File: config.mk
export PLATFORM = sky130hd
export DESIGN_NAME = seq_divider
export DESIGN_NICKNAME = d
export VERILOG_FILES = /design/src/rtl/seq_divider.sv
export SDC_FILE = /design/constraint.sdc
export NUM_CORES = 1
export LEC_CHECK = 0
export ABC_CLOCK_PERIOD_IN_PS = 2600
export CELL_PAD_IN_SITES_DETAIL_PLACEMENT = 2
export CELL_PAD_IN_SITES_GLOBAL_PLACEMENT = 2
export CORE_MARGIN = 4
export CORE_UTILIZATION = 25
export CTS_BUF_LIST = sky130_fd_sc_hd__clkbuf_8
export DETAILED_ROUTE_END_ITERATION = 8
export GPL_TIMING_DRIVEN = 0
export HOLD_SLACK_MARGIN = 0.05
export PLACE_DENSITY_LB_ADDON = 0.2
export SETUP_SLACK_MARGIN = 0.5
export SYNTH_ARGS = -nofsm -noshare
export SYNTH_HDL_FRONTEND = slang
export SYNTH_SLANG_ARGS = --single-unit
File: constraint.sdc
create_clock -name clk -period 2.6 [get_ports clk]
set_input_delay 0.65 -clock clk [delete_from_list [all_inputs] [get_ports clk]]
set_output_delay 0.65 -clock clk [all_outputs]
set_load 0.005 [all_outputs]
File: src/rtl/seq_divider.sv
// Sequential restoring divider: one quotient bit per clock behind a start/busy/done handshake.
// Optional overflow flag enabled by defining DIV_OVF_FLAG_EN.
module seq_divider #(
   parameter int unsigned DVD_W = 16,
   parameter int unsigned DVS_W = 8
) (
   input  logic             clk,
   input  logic             rst_n,
   input  logic             start,
   input  logic [DVD_W-1:0] dividend,
   input  logic [DVS_W-1:0] divisor,
   output logic             busy,
   output logic             done,
   output logic [DVD_W-1:0] quotient,
   output logic [DVS_W-1:0] remainder,
   output logic             dbz,
   output logic             ovf
);

   localparam int unsigned CNT_W = $clog2(DVD_W);
   localparam int unsigned PR_W  = DVS_W + 1;

   typedef enum logic [1:0] {IDLE, RUN, DONE} state_t;

   state_t           state;
   logic [DVD_W-1:0] shreg;
   logic [PR_W-1:0]  prem;
   logic [CNT_W-1:0] cnt;
   logic [DVS_W-1:0] dvs_q;

   logic [PR_W-1:0]  t_c;
   logic             ge_c;
   logic [PR_W-1:0]  prem_n;
   logic [DVD_W-1:0] shreg_n;
   logic             ovf_n;

   // The stored partial remainder never exceeds the divisor, so its top bit is never consumed.
   logic             unused_prem_msb;
   assign unused_prem_msb = prem[DVS_W];

   // One restoring iteration: shift in the next dividend bit, subtract if it fits.
   always_comb begin
      t_c     = {prem[DVS_W-1:0], shreg[DVD_W-1]};
      ge_c    = (t_c >= PR_W'(dvs_q));
      prem_n  = ge_c ? (t_c - PR_W'(dvs_q)) : t_c;
      shreg_n = {shreg[DVD_W-2:0], ge_c};
`ifdef DIV_OVF_FLAG_EN
      ovf_n   = |shreg_n[DVD_W-1:DVS_W];
`else
      ovf_n   = 1'b0;
`endif
   end

   always_ff @(posedge clk) begin
      if (!rst_n) begin
         state     <= IDLE;
         busy      <= 1'b0;
         done      <= 1'b0;
         dbz       <= 1'b0;
         ovf       <= 1'b0;
         quotient  <= '0;
         remainder <= '0;
         shreg     <= '0;
         prem      <= '0;
         cnt       <= '0;
         dvs_q     <= '0;
      end else begin
         case (state)
            IDLE: begin
               done <= 1'b0;
               if (start) begin
                  busy <= 1'b1;
                  if (divisor != '0) begin
                     shreg <= dividend;
                     prem  <= '0;
                     cnt   <= '0;
                     dvs_q <= divisor;
                     state <= RUN;
                  end else begin
                     // Divide by zero short-circuits straight to a flagged result.
                     quotient  <= '1;
                     remainder <= dividend[DVS_W-1:0];
                     dbz       <= 1'b1;
                     ovf       <= 1'b0;
                     done      <= 1'b1;
                     state     <= DONE;
                  end
               end
            end
            RUN: begin
               shreg <= shreg_n;
               prem  <= prem_n;
               cnt   <= cnt + CNT_W'(1);
               if (cnt == CNT_W'(DVD_W - 1)) begin
                  quotient  <= shreg_n;
                  remainder <= prem_n[DVS_W-1:0];
                  dbz       <= 1'b0;
                  ovf       <= ovf_n;
                  done      <= 1'b1;
                  state     <= DONE;
               end
            end
            DONE: begin
               done  <= 1'b0;
               busy  <= 1'b0;
               state <= IDLE;
            end
            default: begin
               busy  <= 1'b0;
               done  <= 1'b0;
               state <= IDLE;
            end
         endcase
      end
   end

endmodule

==> impl_metrics.json <==
{
  "status": "completed",
  "grt_util_all_layers": 0.174,
  "dieWidth_um": 122,
  "boundaryPins": 55,
  "grt_max_degree": 11,
  "postRouteAntennaNets": 0,
  "clock_skew_ns": 0.0111,
  "die_area_um2": 14900,
  "powerDensity_nw_per_um2": 644,
  "syn2layout_area_growth_pct": 44.0,
  "antenna_cells": 0,
  "syn_avg_cell_area_um2": 8.38,
  "yosysMostFrequentCell": "dfxtp_1",
  "cts_max_path_buffers": 2,
  "viasPerCell": 4.93,
  "synth_seq_area_share": 0.401,
  "start_util": 0.256,
  "setup_viol": 0,
  "io_buffer_count": 52,
  "grt.busiest_layer": "met2",
  "clk_pin_slew_ns": 0.08,
  "final_nets": 513,
  "synth.distinct_cells": 60,
  "grt_use_met3": 0.0478,
  "syn-cell-area_um2": 3240,
  "grt_pass1_vias": 3466,
  "htreeDepth": 3,
  "critPathLaunchType": "flop",
  "drive_above_1_share": 0.244,
  "rsz0062_at_grt": "yes",
  "grt_pass1_wl_mm": 19.5,
  "cp.required_ns": 2.85,
  "holdWs_ns": 0.477,
  "die_height_um": 122,
  "total_power_uw": 3010,
  "r2r_start": "dvs_q[5]",
  "dp.cells": 611,
  "wl_mm": 12.6,
  "cp-end-kind": "flop",
  "coreArea_um2": 12700,
  "hold_violations": 0,
  "worstHoldStart": "cnt[0]",
  "ys_ff_latch": 65,
  "yosys.area.top_type": "dfxtp_1",
  "synthTopCellsByCount": "65 x dfxtp_1, 58 x nor2_1, 37 x nand2_1",
  "route.detailed.drc": 0,
  "syn_inst": 387,
  "hold_buffers": 0,
  "synth_edf_count": 0,
  "antenna_found_initial": 0,
  "leakagePower_uw": 0.00174,
  "grtUsageMet2": 0.315,
  "dpl.hpwl_mm": 8.96,
  "clkSinkCount": 65,
  "final_max_slew_viol_count": 0,
  "drt-pass1-iter-count": 4,
  "fmax_ghz": 0.453,
  "synthFlopType": "dfxtp_1",
  "netlist.area_leader.share": 0.401,
  "setup_ws_ns": 0.392,
  "period_needed_ns": 2.21,
  "cts-root-buf": "clkbuf_8",
  "max-vdd-ir-drop_uv": 294,
  "fin_crit_sh": 0.849,
  "crit_arrival_ns": 2.46,
  "slew-limit-headroom": 0.513,
  "clk-insertion-delay-late_ns": 0.37,
  "reg2reg_slack_ns": 0.39,
  "place_ws_ns": -0.314,
  "fillers": 1449,
  "async_flop_share": 0,
  "stdcell_count": 651,
  "met1_usage": 0.203,
  "avgRoutedWirePerCell_um": 19.4,
  "hold_path_class": "reg2reg",
  "place_area_um2": 3980,
  "place.gp.congestion": 0.779,
  "max_cap_violations": 0,
  "cp-startpoint": "dvs_q[5]",
  "path_class": "reg2reg",
  "synth_warnings": 0,
  "syn_nets": 424,
  "via_count": 3208,
  "ys_top_cells_by_area": "dfxtp_1 40%, nor2_1 6.7%, mux2i_1 4.3%, nand2_1 4.3%, nor3_1 3.9%",
  "worst_slew_pin_slew_ns": 0.730,
  "cts_tree": "built",
  "drt_first_iter_violations": 134,
  "worstPathMaxFanout": 5,
  "grt_overflow": 0,
  "placementRows": 41,
  "stdcell_area_um2": 4670,
  "cts_buffers": 9
}
==> where the power goes <==
part	switching, µW	internal (µW)	total (µW)
clock network	423	523	945
logic	498	463	961
registers	51.8	1050	1100
==> final timing paths <==
kind | cells past startpoint | to
setup / recovery | 9 | remainder[7]
hold / removal | 1 | cnt[0]
setup reg to reg | 9 | remainder[7]
hold reg to reg | 1 | cnt[0]
==> state kept, by name, indices dropped and copies added (netlist names) <==
register / flops
done: 1
remainder: 8
quotient: 16
prem: 8
dbz: 1
busy: 1
cnt: 4
shreg: 16
state: 2
dvs_q: 8
==> kinds of logic after synthesis <==
kind of cell | count (synthesis) | synth area share
AOI/OAI and AO/OA | 86 | 0.193
xor gates and xnor gates | 3 | 0.00811
DFF | 65 | 0.401
other | 1 | 0.00116
buffers and inverters | 41 | 0.0544
adders and majority gates | 10 | 0.0409
and+or+nand+nor | 167 | 0.258
muxes | 14 | 0.0432
==> what timing repair did <==
item | CTS | global route
endpoints found under the setup margin | 59 | 48
gates cloned | 2 | 0
buffers inserted | 11 | 13
gates resized for setup | 66 | 47
pin swaps | 13 | 12
==> cell usage in the layout, fill, tap and decap left out, types with 8 or more instances in the layout <==
cell type,n
nor3_2,11
nand2_1,37
nor2_1,55
o21ai_0,11
clkdlybuf4s50_1,43
mux2i_1,11
clkbuf_2,13
dfxtp_1,59
buf_4,23
a21oi_1,15
clkbuf_8,10
a311oi_1,13
nor3_1,23
clkbuf_1,8
inv_1,14
==> cell type report <==
| cell class | count | area, µm² | area share |
|---|---|---|---|
| Buffer | 25 | 170 | 0.0364 |
| Clock inverter | 5 | 75.1 | 0.0161 |
| Multi-Input combinational cell | 281 | 1990 | 0.427 |
| Inverter | 16 | 60.1 | 0.0129 |
| Tap cell | 172 | 215 | 0.0461 |
| Sequential cell | 65 | 1310 | 0.280 |
| Clock buffer | 9 | 124 | 0.0265 |
| Timing Repair Buffer | 78 | 724 | 0.155 |
==> metal layers <==
metal	vias up	routed length [µm]
met5	-	0
met4	0	112
met3	13	445
met2	44	6590
met1	1594	5460
li1	1557	-
==> through the flow <==
step	utilization	setup TNS [ns]
2_1_floorplan	-	0
3_3_place_gp	0.314	-5.82
3_5_place_dp	0.314	-8.14
4_1_cts	0.356	0
5_1_grt	0.369	0
6_report	0.369	0
==> critical path, stage by stage, from the launching register on <==
cell and delay [ns]:
dfxtp_2 0.34, inv_2 0.06, ha_4 0.27, and4b_1 0.26
a21bo_2 0.25, o211ai_1 0.19, buf_4 0.20, buf_6 0.15
o2111a_2 0.27, a211oi_2 0.08
(Power assumes the default switching activity.)
